File: src/rtl/dm_stage_lsu_pkg.sv
// Shared definitions for the data-memory stage load/store unit.
// Holds the access-size encodings, the LSU state enum and the lane helpers
// that the unit uses to build byte enables and store data.
package common;

  localparam logic [1:0] SZ_BYTE = 2'd0;
  localparam logic [1:0] SZ_HALF = 2'd1;
  localparam logic [1:0] SZ_WORD = 2'd2;

  typedef enum logic [1:0] {
    IDLE = 2'd0,
    REQ  = 2'd1,
    DONE = 2'd2
  } lsu_state_t;

  // The unused size encoding 3 is handled as a word everywhere.
  function automatic logic is_misaligned(input logic [1:0] size, input logic [1:0] a);
    case (size)
      SZ_BYTE: is_misaligned = 1'b0;
      SZ_HALF: is_misaligned = a[0];
      default: is_misaligned = (a != 2'b00);
    endcase
  endfunction

  function automatic logic [3:0] byte_en(input logic [1:0] size, input logic [1:0] a);
    case (size)
      SZ_BYTE: byte_en = 4'b0001 << a;
      SZ_HALF: byte_en = 4'b0011 << {a[1], 1'b0};
      default: byte_en = 4'b1111;
    endcase
  endfunction

  // Replicate the right-aligned store data into every lane it could land in,
  // so the byte enables alone select the target lane.
  function automatic logic [31:0] store_data(input logic [1:0] size, input logic [31:0] d);
    case (size)
      SZ_BYTE: store_data = {4{d[7:0]}};
      SZ_HALF: store_data = {2{d[15:0]}};
      default: store_data = d;
    endcase
  endfunction

endpackage

File: src/rtl/dm_stage_lsu_load_fmt.sv
// dm_load_fmt: combinational load-data formatter.
// Ports: rdata (raw bus word), addr_lo (byte offset), size, sign_ext in;
// data (lane-selected, sign/zero-extended 32-bit load value) out.
module dm_load_fmt
  import common::*;
(
  input  logic [31:0] rdata,
  input  logic [1:0]  addr_lo,
  input  logic [1:0]  size,
  input  logic        sign_ext,
  output logic [31:0] data
);

  logic [7:0]  lane_b;
  logic [15:0] lane_h;

  always_comb begin
    lane_b = rdata[{addr_lo, 3'b000} +: 8];
    lane_h = addr_lo[1] ? rdata[31:16] : rdata[15:0];
    case (size)
      SZ_BYTE: data = {{24{sign_ext & lane_b[7]}}, lane_b};
      SZ_HALF: data = {{16{sign_ext & lane_h[15]}}, lane_h};
      default: data = rdata;
    endcase
  end

endmodule

File: src/rtl/dm_stage_lsu.sv
// dm_stage_lsu: DM-stage load/store unit. Turns an EX/DM load/store into a
// req/ack bus transaction, formats load data, and stalls the upstream pipeline
// (stall_o) until the access completes; non-memory ops pass through to DM/WB.
// Ports: clk/rst_n; EX/DM request fields (dm_re_i, dm_we_i, size_i, sign_ext_i,
// addr_i, wr_data_i, alu_rslt_i, rf_dst_addr_i, rf_we_i); data-memory bus
// (mem_req_o, mem_we_o, mem_addr_o, mem_be_o, mem_wdata_o, mem_ack_i,
// mem_rdata_i); DM/WB fields (addr_o, mem_data_o, alu_rslt_o, rf_dst_addr_o,
// rf_we_o, dm_re_o); stall_o, misalign_o.
// Optional: define DM_LSU_TIMEOUT_EN to add the bus-ack watchdog and bus_err_o.
module dm_stage_lsu
  import common::*;
#(
  parameter int TIMEOUT_CYCLES = 255
) (
  input  logic        clk,
  input  logic        rst_n,
  input  logic        dm_re_i,
  input  logic        dm_we_i,
  input  logic [1:0]  size_i,
  input  logic        sign_ext_i,
  input  logic [31:0] addr_i,
  input  logic [31:0] wr_data_i,
  input  logic [31:0] alu_rslt_i,
  input  logic [4:0]  rf_dst_addr_i,
  input  logic        rf_we_i,
  output logic        mem_req_o,
  output logic        mem_we_o,
  output logic [31:0] mem_addr_o,
  output logic [3:0]  mem_be_o,
  output logic [31:0] mem_wdata_o,
  input  logic        mem_ack_i,
  input  logic [31:0] mem_rdata_i,
  output logic [31:0] addr_o,
  output logic [31:0] mem_data_o,
  output logic [31:0] alu_rslt_o,
  output logic [4:0]  rf_dst_addr_o,
  output logic        rf_we_o,
  output logic        dm_re_o,
  output logic        stall_o,
  output logic        misalign_o
`ifdef DM_LSU_TIMEOUT_EN
  ,
  output logic        bus_err_o
`endif
);

  lsu_state_t state_q, state_d;

  logic        is_op, mis, issue;
  logic        to_hit;
  logic        bus_err;
  logic        stall, misalign;

  logic [31:0] addr_q, wdata_q, load_q;
  logic [3:0]  be_q;
  logic [1:0]  size_q;
  logic        sign_q, rf_we_q, re_q, we_q;
  logic [4:0]  dst_q;
  logic [31:0] fmt_data;

  assign is_op = dm_re_i | dm_we_i;
  assign mis   = is_misaligned(size_i, addr_i[1:0]);
  assign issue = is_op & ~mis;

`ifdef DM_LSU_TIMEOUT_EN
  localparam int CNT_W = $clog2(TIMEOUT_CYCLES + 1);

  logic [CNT_W-1:0] cnt_q;
  logic             err_q;

  // cnt_q holds the number of REQ cycles already completed, so the hit
  // fires during the TIMEOUT_CYCLES-th REQ cycle.
  assign to_hit = (state_q == REQ) && !mem_ack_i &&
                  (cnt_q == CNT_W'(TIMEOUT_CYCLES - 1));

  always_ff @(posedge clk or negedge rst_n) begin
    if (!rst_n) begin
      cnt_q <= '0;
      err_q <= 1'b0;
    end else begin
      cnt_q <= (state_q == REQ) ? cnt_q + 1'b1 : '0;
      err_q <= to_hit;
    end
  end

  assign bus_err   = err_q;
  assign bus_err_o = err_q;
`else
  assign to_hit  = 1'b0;
  assign bus_err = 1'b0;
`endif

  dm_load_fmt u_load_fmt (
    .rdata    (mem_rdata_i),
    .addr_lo  (addr_q[1:0]),
    .size     (size_q),
    .sign_ext (sign_q),
    .data     (fmt_data)
  );

  always_ff @(posedge clk or negedge rst_n) begin
    if (!rst_n) state_q <= IDLE;
    else        state_q <= state_d;
  end

  always_comb begin
    state_d       = state_q;
    stall         = 1'b0;
    misalign      = 1'b0;
    mem_req_o     = 1'b0;
    mem_we_o      = 1'b0;
    mem_addr_o    = '0;
    mem_be_o      = '0;
    mem_wdata_o   = '0;
    addr_o        = addr_i;
    mem_data_o    = '0;
    alu_rslt_o    = alu_rslt_i;
    rf_dst_addr_o = rf_dst_addr_i;
    rf_we_o       = rf_we_i;
    dm_re_o       = dm_re_i;
    case (state_q)
      IDLE: begin
        // Any memory op sends a bubble to DM/WB; the real writeback happens
        // from DONE once the access has completed.
        if (is_op) begin
          rf_we_o = 1'b0;
          dm_re_o = 1'b0;
          if (mis) begin
            misalign = 1'b1;
          end else begin
            stall   = 1'b1;
            state_d = REQ;
          end
        end
      end
      REQ: begin
        stall       = 1'b1;
        mem_req_o   = 1'b1;
        mem_we_o    = we_q;
        mem_addr_o  = {addr_q[31:2], 2'b00};
        mem_be_o    = be_q;
        mem_wdata_o = wdata_q;
        rf_we_o     = 1'b0;
        dm_re_o     = 1'b0;
        if (mem_ack_i || to_hit) state_d = DONE;
      end
      DONE: begin
        addr_o        = addr_q;
        mem_data_o    = load_q;
        rf_dst_addr_o = dst_q;
        rf_we_o       = rf_we_q & ~bus_err;
        dm_re_o       = re_q;
        state_d       = IDLE;
      end
      default: state_d = IDLE;
    endcase
  end

  // While reset is held the frozen upstream op must not keep the pipe stalled.
  assign stall_o    = stall & rst_n;
  assign misalign_o = misalign & rst_n;

  always_ff @(posedge clk or negedge rst_n) begin
    if (!rst_n) begin
      addr_q  <= '0;
      wdata_q <= '0;
      be_q    <= '0;
      size_q  <= '0;
      sign_q  <= 1'b0;
      dst_q   <= '0;
      rf_we_q <= 1'b0;
      re_q    <= 1'b0;
      we_q    <= 1'b0;
      load_q  <= '0;
    end else begin
      if (state_q == IDLE && issue) begin
        addr_q  <= addr_i;
        wdata_q <= store_data(size_i, wr_data_i);
        be_q    <= byte_en(size_i, addr_i[1:0]);
        size_q  <= size_i;
        sign_q  <= sign_ext_i;
        dst_q   <= rf_dst_addr_i;
        rf_we_q <= rf_we_i;
        re_q    <= dm_re_i;
        // A load wins when both strobes are set.
        we_q    <= dm_we_i & ~dm_re_i;
      end
      if (state_q == REQ && mem_ack_i) begin
        load_q <= re_q ? fmt_data : '0;
      end
    end
  end

endmodule

File: config.mk
export PLATFORM = sky130hd
export DESIGN_NAME = dm_stage_lsu
export DESIGN_NICKNAME = d
export VERILOG_FILES = /design/src/rtl/dm_stage_lsu_pkg.sv /design/src/rtl/dm_stage_lsu_load_fmt.sv /design/src/rtl/dm_stage_lsu.sv
export SDC_FILE = /design/constraint.sdc
export NUM_CORES = 1
export LEC_CHECK = 0
export BUFFER_PORTS_ARGS = -buffer_cell sky130_fd_sc_hd__clkbuf_2
export CORE_UTILIZATION = 40
export DETAILED_ROUTE_END_ITERATION = 12
export GPL_TIMING_DRIVEN = 0
export HOLD_SLACK_MARGIN = 0.15
export PLACE_DENSITY = 0.77
export SYNTH_ARGS = -nofsm -noshare
export SYNTH_HDL_FRONTEND = slang
export SYNTH_SLANG_ARGS = --single-unit
File: constraint.sdc
create_clock -name clk -period 3.1 [get_ports clk]
set_clock_uncertainty 0.1 [all_clocks]
set_input_delay 0.155 -clock clk [delete_from_list [all_inputs] [get_ports clk]]
set_output_delay 0.155 -clock clk [all_outputs]
set_load 0.01 [all_outputs]
==> metrics, run 1 <==
core box area approximately 16000 um^2; P&R area growth vs syn 55.12%; Core Rows between 40 and 50; PnR worst setup slack between 0.2 and 0.3 ns; vias in the first global route 6714; critical path class input port to primary output; cell family with most CP delay buffers and inverters; largest net degree at the start of global routing 72; Final Slew Violations 0; Setup TNS Final 0 ns; RSZ-0062 raised after global routing no; Worst EP required 2.84 ns; Initial DRC Count between 400 and 500; Hold Crit Depth 5; die width about 130 um; CP Cell Sequence dlygate4sd3_1, dlygate4sd3_1, clkbuf_8, buf_16, nor4b_1, clkbuf_2; fin crit share 0.9086; fin nets approximately 1300; Worst-Margin Slew 0.8051 ns; initial antenna violation count 0; Antenna Nets Post-Route 0; Detailed Place HPWL between 15000 and 20000 um; synthesized cell area 6495 um^2; Bufs and invs on worst path 5; Area contributors post-synth dfrtp_1 (44%), mux2_2 (10%), nand2_1 (9.6%); Initial Util 0.4089; layout cell share with drive strength beyond 1 0.3644; top cells by count, synth nand2_1 (166), dfrtp_1 (113), and2_1 (99); CTS tree done; Post-Synthesis Cells about 720; ys async rst share 1.000; CTS Buffer Depth 2; Clk pwr share 0.277; Final Hold Viols 0; FILL cells around 1300; r2r worst-path depth 7; via count between 6000 and 7000; Final GP Congestion approximately 0.88; Int Pwr a little under 5 mW; Die Area 16750 um^2; IO Count around 320; GRT Resource Usage Total 0.2776; startpoint types input port; # H-tree levels 4; worst skew pair latency 0.41 ns; Routed WL ~23000 um; post_cts resized 0; Die Span Y roughly 130 um; Hold Startpoint size_i[1]; Multi-input gate area around 3200 um^2; DRC violations left 0; TritonCTS Buffers 17; reg2reg setup slack about 0.67 ns; Critical Path Max Stage Delay roughly 0.56 ns; Setup Slack @ Placement 0.7612 ns; leakage between 5 and 6 nW; fin crit period 2.817 ns; Worst R2R Start addr_q[1]; Seq/Total Area, Yosys 0.4354; status finished clean; grt ovf 0; Yosys top cell area share 0.4354; net switching power figure about 2.6 mW; FF-to-FF End load_q[1]; Final Setup Violations 0; Peak supply drop approximately 400 uV; peak fanout along the critical path between 70 and 80; flip-flop and latch area 2828 um^2; f_max around 360 MHz; Worst EP arrival ~2.6 ns; Comb pwr share 0.383; Yosys top cell by area dfrtp_1; Pre-antenna DRT Iters 5; hold endpoint wdata_q[26]; Clock Sink Count roughly 110; crit end category primary output; Power Density between 700 and 800 nW/um^2; most frequent CP cell dlygate4sd3_1; ant diodes 0; Main synth FF type dfrtp_1; slowest CP cell dlygate4sd3_1; via-per-instance ratio 5.044; I/O Buffers ~280; Hold Crit Class input port to flip-flop; Cell variety after synth 37; routed length per instance approximately 17 um; Rel. slew slack 0.4615; first-pass GRT wire length between 30000 and 40000 um; syn_area_per_cell 9.046 um^2; Yosys reg bits 113; Post-synth EDFFs 0; Syn. warnings 0; most frequent cell after synthesis nand2_1; max cap viols 0; CTS clk-pin slew, worst paths roughly 0.060 ns; sequential power share 0.340; Root Buffer clkbuf_16; Switching Share 0.3535
worst register-to-register path, stage by stage, from the launching register on:
cell and delay (ns):
dfrtp_1 0.35, buf_2 0.27, buf_2 0.33, mux2i_1 0.26, nor3_1 0.07, a221oi_1 0.24, dlygate4sd3_1 0.60, o21ai_0 0.07
stage by stage:
step,hold WS (ns),power [mW],cells,util,instance area (um^2)
floorplan,-0.2406,4.170,719,-,6499
global placement,0.2959,5.091,1217,0.5150,8180
detailed placement,0.01649,5.177,1218,0.5173,8217
CTS,0.2506,7.418,1374,0.6342,10070
global route,0.3291,7.916,1374,0.6342,10070
finish,0.2938,7.465,1374,0.6342,10070
layout by cell type, fill, tap and decap left out, types with 3 or more instances in the layout:
| cell type | count |
|---|---|
| a21oi_1 | 27 |
| a221oi_1 | 6 |
| a22o_1 | 8 |
| a22oi_1 | 16 |
| and2_1 | 99 |
| buf_1 | 3 |
| buf_2 | 11 |
| buf_4 | 34 |
| bufinv_16 | 4 |
| clkbuf_1 | 35 |
| clkbuf_16 | 17 |
| clkbuf_2 | 281 |
| clkinv_2 | 3 |
| clkinvlp_4 | 3 |
| dfrtp_1 | 113 |
| dlygate4sd3_1 | 124 |
| inv_1 | 11 |
| mux2_2 | 60 |
| mux2i_1 | 32 |
| nand2_1 | 166 |
| nand2b_1 | 4 |
| nor2_1 | 17 |
| nor2b_1 | 7 |
| nor3_1 | 6 |
| o21ai_0 | 45 |
sequential cells by signal, indices dropped and copies added (netlist names):
name,flops
we_q,1
wdata_q,32
load_q,32
addr_q,32
sign_q,1
be_q,4
rf_we_q,1
state_q,2
re_q,1
dst_q,5
size_q,2
power groups by stage:
| stage | Combinational [mW] | Clock (mW) | Sequential, mW |
|---|---|---|---|
| 2_1_floorplan | 1.77 | 0 | 2.40 |
| 3_3_place_gp | 2.59 | 0 | 2.50 |
| 3_5_place_dp | 2.64 | 0 | 2.54 |
| 4_1_cts | 2.81 | 2.09 | 2.51 |
| 5_1_grt | 3.14 | 2.16 | 2.61 |
| 6_report | 2.86 | 2.07 | 2.54 |
per-layer routing:
layer  track usage  part of all wire  vias to the layer above
li1              -                 -                     3229
met4        0.1416             0.035                        0
met3       0.06111             0.062                       64
met5             0                 0                        -
met2        0.4785              0.50                      330
met1        0.3258              0.40                     3307
cell type report:
type                       count  share of cell area
multi-input combinational    512              0.3138
sequential                   113              0.2807
timing repair buffer         407              0.2669
buffer                        83             0.04645
clock buffer                  19             0.04297
tap                          216             0.02683
clock inverter                13             0.01826
inverter                      11            0.004098
repair_timing:
item | in CTS | in global routing
hold buffers | 124 | 0
endpoints found under the hold margin | 223 | 0
endpoints found under the setup margin | 0 | 0
buffers inserted | 0 | 0
worst max path at each step:
stage,to,from,depth (start not counted)
floorplan,load_q[21],size_q[1],6
global placement,misalign_o,rst_n,3
detailed placement,mem_addr_o[14],state_q[0],6
CTS,misalign_o,rst_n,6
global route,misalign_o,rst_n,6
finish,misalign_o,rst_n,6
logic make-up after synthesis:
| group | Yosys count | share of synthesized area |
|---|---|---|
| compound gates | 112 | 0.1069 |
| buf+inv | 94 | 0.07840 |
| flops | 113 | 0.4354 |
| mux | 92 | 0.1533 |
| other cells | 1 | 0.0005774 |
| simple gates | 306 | 0.2254 |
No activity file was read; power rests on OpenSTA's default activity.
==> inputs of run 2 (changes only) <==
--- a/config.mk
+++ b/config.mk
@@ -5,12 +5,12 @@
 export SDC_FILE = /design/constraint.sdc
 export NUM_CORES = 1
 export LEC_CHECK = 0
-export BUFFER_PORTS_ARGS = -buffer_cell sky130_fd_sc_hd__clkbuf_2
 export CORE_UTILIZATION = 40
 export DETAILED_ROUTE_END_ITERATION = 12
+export DONT_BUFFER_PORTS = 1
 export GPL_TIMING_DRIVEN = 0
 export HOLD_SLACK_MARGIN = 0.15
-export PLACE_DENSITY = 0.77
+export PLACE_DENSITY = 0.6
 export SYNTH_ARGS = -nofsm -noshare
 export SYNTH_HDL_FRONTEND = slang
 export SYNTH_SLANG_ARGS = --single-unit
==> run 2 against run 1 <==
Against the previous run: clock-buffer cell count grew 2; register-to-register slack lost 0.02 ns; sequential power is essentially flat; total power shrank 6.5%; largest cell class unchanged; worst hold slack lost 0.11 ns; critical path depth shrank 1; sequential share of layout area grew 4.8 points; global-route usage shrank 2.6 points.
==> metrics, run 2 (synthesized netlist as in run 1, its figures left out) <==
status finished clean; startpoint types flip-flop; I/O Buffers 0 (-100%); flip-flop and latch area 2828 um^2 (unchanged); via-per-instance ratio 5.307 (+5.2%); CTS clk-pin slew, worst paths 0.05 ns (about the same); registers with the most flip-flops addr_q x32, load_q x32, wdata_q x32; Root Buffer clkbuf_16; Power Density 810.2 nW/um^2 (+9.3%); crit end category primary output; Final Power 6.978 mW (-6.5%); fin crit period 2.696 ns (-0.1203 ns); Initial Util 0.4089 (unchanged); CTS tree done; fin crit share 0.8698 (-0.03879); most frequent cells in the layout nand2_1 (166), dlygate4sd3_1 (122), dfrtp_1 (113); IO Count 317 (unchanged); postcts setup bufs 0 (unchanged); most common cell after layout, fill and taps aside nand2_1; Hold Crit Class input port to flip-flop; Core Rows 46 (unchanged); GRT Resource Usage Total 0.2515 (-0.02605); layout cell share with drive strength beyond 1 0.1592 (-0.2052); Final Slew Violations 0 (unchanged); Antenna Nets Post-Route 0 (unchanged); FILL cells 1441 (+15%); slowest CP cell nor2b_1; Setup TNS Final 0 ns (unchanged); max cap viols 0 (unchanged); f_max 370.9 MHz (+4.5%); RSZ-0062 raised after global routing no; die width 129.4 um (unchanged); peak fanout along the critical path 10 (-86%); worst skew pair latency 0.41 ns (about the same); largest net degree at the start of global routing 114 (+58%); via count 5779 (-17%); CTS Buffer Depth 2 (unchanged); leakage 4.004 nW (-24%); P&R area growth vs syn 32.61%; Critical Path Max Stage Delay 0.52 ns (-0.04 ns); Die Area 16750 um^2 (unchanged); grt ovf 0 (unchanged); DRC violations left 0 (unchanged); Peak supply drop 425.7 uV (+5.3%); Hold-fix buffers, CTS 123 (-0.81%); Multi-input gate area 3162 um^2 (unchanged); Final Setup Violations 0 (unchanged); core box area 15890 um^2 (unchanged); Worst-Margin Slew 0.8049 ns (-0.0002171 ns); Detailed Place HPWL 14510 um (-3.3%); routed length per instance 19.56 um (+16%); initial antenna violation count 0 (unchanged); CP Cell Sequence buf_2, nor2b_1, clkbuf_1, clkbuf_1, and2_1; critical path class flip-flop to primary output; post_cts resized 0 (unchanged); Die Span Y 129.4 um (unchanged); most frequent CP cell clkbuf_1; vias in the first global route 5761 (-14%); Routed WL 21300 um (-7.7%); Initial DRC Count 266 (-39%); Clock Sink Count 113 (unchanged); fin nets 1003 (-22%); first-pass GRT wire length 31660 um (-9.6%); # H-tree levels 4 (unchanged); Final Hold Viols 0 (unchanged); Final GP Congestion 0.9044 (+2.6%); Rel. slew slack 0.4559 (-0.005644); TritonCTS Buffers 17 (unchanged); Worst EP arrival 2.44 ns (-0.12 ns); Pre-antenna DRT Iters 4 (-1); ant diodes 0 (unchanged); Worst EP required 2.84 ns (about the same)
run 2: cell types whose count changed in the layout (fill, tap and decap cells not counted):
| cell | delta |
|---|---|
| bufinv_16 | -1 |
| clkbuf_8 | +1 |
| clkinvlp_4 | +1 |
| clkbuf_2 | -281 |
| dlygate4sd3_1 | -2 |
| clkinv_4 | -1 |
| inv_6 | -2 |
run 2: final timing paths:
check | from | end | slack, ns | cells after the start
worst min-delay path | mem_rdata_i[7] | load_q[7] | 0.19 | 4
max in group asynchronous | rst_n | addr_q[3] | 2.16 | 2
worst max register to register | state_q[1] | load_q[28] | 0.65 | 5
worst min register to register | wdata_q[19] | wdata_q[19] | 0.37 | 2
worst max-delay path | state_q[0] | mem_addr_o[14] | 0.40 | 5
min in group asynchronous | rst_n | load_q[2] | 0.23 | 2
run 2: where the power goes:
group / switching [mW] / internal, mW / total (mW)
logic: 1.38 / 1.09 / 2.47
registers: 0.394 / 2.14 / 2.54
clock network: 0.681 / 1.30 / 1.98
run 2: cell type report:
class / count / area share
tap: 216 / 0.03138
timing repair buffer: 123 / 0.1450
clock buffer: 21 / 0.05346
inverter: 11 / 0.004794
multi-input combinational: 512 / 0.3671
clock inverter: 10 / 0.01569
sequential: 113 / 0.3283
buffer: 83 / 0.05433
run 2: per-stage QoR:
step	hold slack, ns	std cells	utilization	worst slack [ns]	cell area [um^2]
finish	0.1857	1089	0.5422	0.4037	8613
detailed placement	-0.2371	935	0.4261	0.7929	6769
global route	0.1896	1089	0.5422	0.2140	8613
global placement	-0.2369	935	0.4261	0.8657	6769
floorplan	-0.2406	719	-	1.296	6499
CTS	0.1763	1089	0.5422	0.4098	8613
run 2: routing by layer:
| layer | global-route usage | wire, um | vias up |
|---|---|---|---|
| met3 | 0.06813 | 1696 | 27 |
| met4 | 0.08824 | 367 | 0 |
| met2 | 0.4383 | 10830 | 272 |
| met1 | 0.2982 | 8411 | 2820 |
| li1 | - | - | 2660 |
| met5 | 0 | 0 | - |
run 2: critical path: cells and delay by family, from the launching register on:
family,cells,cell delay [ns]
flops,1,0.31
buf+inv,3,0.95
simple gates,2,0.76
==> inputs of run 3 (changes only) <==
--- a/config.mk
+++ b/config.mk
@@ -5,6 +5,7 @@
 export SDC_FILE = /design/constraint.sdc
 export NUM_CORES = 1
 export LEC_CHECK = 0
+export CORE_MARGIN = 10
 export CORE_UTILIZATION = 40
 export DETAILED_ROUTE_END_ITERATION = 12
 export DONT_BUFFER_PORTS = 1
==> run 3 against run 2 <==
Against the previous run: maximum frequency is 3.2% lower; largest power group unchanged; routed wire length is 13% higher; first-iteration DRC count rose by 28%; non-clock buffer count shrank 1; design area rose by 0.39%.
==> metrics, run 3 (synthesized netlist as in run 1, its figures left out) <==
status finished clean; P&R area growth vs syn 33.13%; registers with the most flip-flops addr_q x32, load_q x32, wdata_q x32; crit end category primary output; CTS Buffer Depth 2 (unchanged); reg2reg setup slack 0.67 ns (+0.02 ns); Final Hold Viols 0 (unchanged); CP Cell Sequence buf_2, nor2b_1, clkbuf_1, clkbuf_1, and2_1; fin crit share 0.8983 (+0.02854); DRC violations left 0 (unchanged); Hold Crit Class input port to flip-flop; Rel. slew slack 0.4479 (-0.007980); leakage 4.034 nW (+0.75%); vias in the first global route 6348 (+10%); Multi-input gate area 3162 um^2 (unchanged); flip-flop and latch area 2828 um^2 (unchanged); Root Buffer clkbuf_16; fin nets 1002 (-0.10%); peak fanout along the critical path 10 (unchanged); post_cts resized 0 (unchanged); initial antenna violation count 1 (+1); RSZ-0062 raised after global routing no; f_max 359.1 MHz (-3.2%); Die Area 21730 um^2 (+30%); Critical Path Max Stage Delay 0.56 ns (+0.04 ns); I/O Buffers 0 (unchanged); Initial Util 0.4089 (unchanged); fin crit period 2.785 ns (+0.08848 ns); Worst-Margin Slew 0.8167 ns (+0.01180 ns); final cell count without fillers 1089 (unchanged); Routed WL 23990 um (+13%); Hold Crit Depth 4 (unchanged); r2r worst-path depth 8 (+3); GRT Resource Usage Total 0.2155 (-0.03600); Final GP Congestion 0.8813 (-2.6%); most frequent cells in the layout nand2_1 (166), dlygate4sd3_1 (121), dfrtp_1 (113); core box area 15890 um^2 (unchanged); Power Density 823.8 nW/um^2 (+1.7%); Final Slew Violations 0 (unchanged); Final Setup Violations 0 (unchanged); first-pass GRT wire length 37080 um (+17%); via-per-instance ratio 5.335 (+0.54%); Worst R2R Start state_q[0]; largest net degree at the start of global routing 114 (unchanged); FF-to-FF End be_q[0]; DP Cell Count 935 (unchanged); # H-tree levels 4 (unchanged); layout cell share with drive strength beyond 1 0.1615 (+0.002291); CTS tree done; Clock Sink Count 113 (unchanged); Die Span Y 147.4 um (+14%); WHS 0.1639 ns (-0.02177 ns); hold endpoint wdata_q[25]; Setup TNS Final 0 ns (unchanged); Hold Startpoint size_i[1]; TritonCTS Buffers 17 (unchanged); most common cell after layout, fill and taps aside nand2_1; Worst EP arrival 2.53 ns (+0.09 ns); post-layout util 0.5443 (+0.002127); FILL cells 1403 (-2.6%); critical path class flip-flop to primary output; Core Rows 46 (unchanged); Pre-antenna DRT Iters 5 (+1); postcts setup bufs 0 (unchanged); ant diodes 0 (unchanged); slowest CP cell nor2b_1; Antenna Nets Post-Route 0 (unchanged); CTS clk-pin slew, worst paths 0.05 ns (about the same); startpoint types flip-flop; Detailed Place HPWL 17530 um (+21%); grt ovf 0 (unchanged); Worst EP required 2.84 ns (about the same); Initial DRC Count 340 (+28%); IO Count 317 (unchanged); via count 5810 (+0.54%); Peak supply drop 429.5 uV (+0.91%); die width 147.4 um (+14%); worst skew pair latency 0.41 ns (about the same); routed length per instance 22.03 um (+13%); most frequent CP cell clkbuf_1; max cap viols 0 (unchanged)
==> run 3: cell types whose count changed in the layout (fill, tap and decap cells not counted) <==
cell           delta
clkbuf_8          +2
clkinvlp_4        -2
bufinv_16         +1
clkbuf_1          -1
clkinv_2          +1
dlygate4sd3_1     -1
==> run 3: per-layer routing <==
layer  vias to the layer above  routed length [um]  global-route usage
li1                       2649                   -                   -
met1                      2823                9074              0.2424
met2                       294               11810              0.3571
met3                        44                2468             0.09493
met4                         0                 635             0.07433
met5                         -                   0                   0
==> run 3: where the power goes <==
| part | internal [mW] | leakage (nW) | total, mW | switching, mW |
|---|---|---|---|---|
| clock network | 1.42 | 0.312 | 2.10 | 0.678 |
| registers | 2.14 | 1.39 | 2.54 | 0.397 |
| logic | 1.08 | 2.33 | 2.48 | 1.40 |
==> run 3: cell type report <==
cell class / instances / share of cell area
multi-input cells: 512 / 0.3656
flip-flops and latches: 113 / 0.3270
repair buffers: 122 / 0.1433
clock buffers: 22 / 0.05600
plain buffers: 83 / 0.05412
well taps: 216 / 0.03125
clock inverters: 10 / 0.01794
inverters: 11 / 0.004775
==> run 3: worst max-delay path by stage <==
stage	start	endpoint	slack [ns]	cells past startpoint
2_1_floorplan	size_q[1]	load_q[21]	1.30	6
3_3_place_gp	state_q[0]	load_q[18]	0.78	6
3_5_place_dp	state_q[0]	mem_addr_o[19]	0.74	5
4_1_cts	state_q[0]	mem_addr_o[19]	0.28	5
5_1_grt	state_q[0]	addr_o[25]	0.08	7
6_report	state_q[0]	mem_addr_o[15]	0.32	5
==> run 3: repair_timing <==
action,in CTS,in global routing
hold buffers,122,0
hold endpoints to repair,223,0
endpoints found under the setup margin,0,0
==> run 3: critical path, delay by kind of cell, from the launching register on <==
| kind | cells | cell delay, ns |
|---|---|---|
| AND/OR/NAND/NOR | 2 | 0.82 |
| buffers and inverters | 3 | 0.98 |
| flip-flops | 1 | 0.32 |
==> run 3: per-stage QoR <==
| stage | cell area, um^2 | total power, mW | worst slack [ns] |
|---|---|---|---|
| finish | 8647 | 7.124 | 0.3152 |
| CTS | 8647 | 7.144 | 0.2837 |
| floorplan | 6499 | 4.170 | 1.296 |
| global placement | 6769 | 4.708 | 0.7754 |
| detailed placement | 6769 | 4.787 | 0.7438 |
| global route | 8647 | 7.579 | 0.07535 |
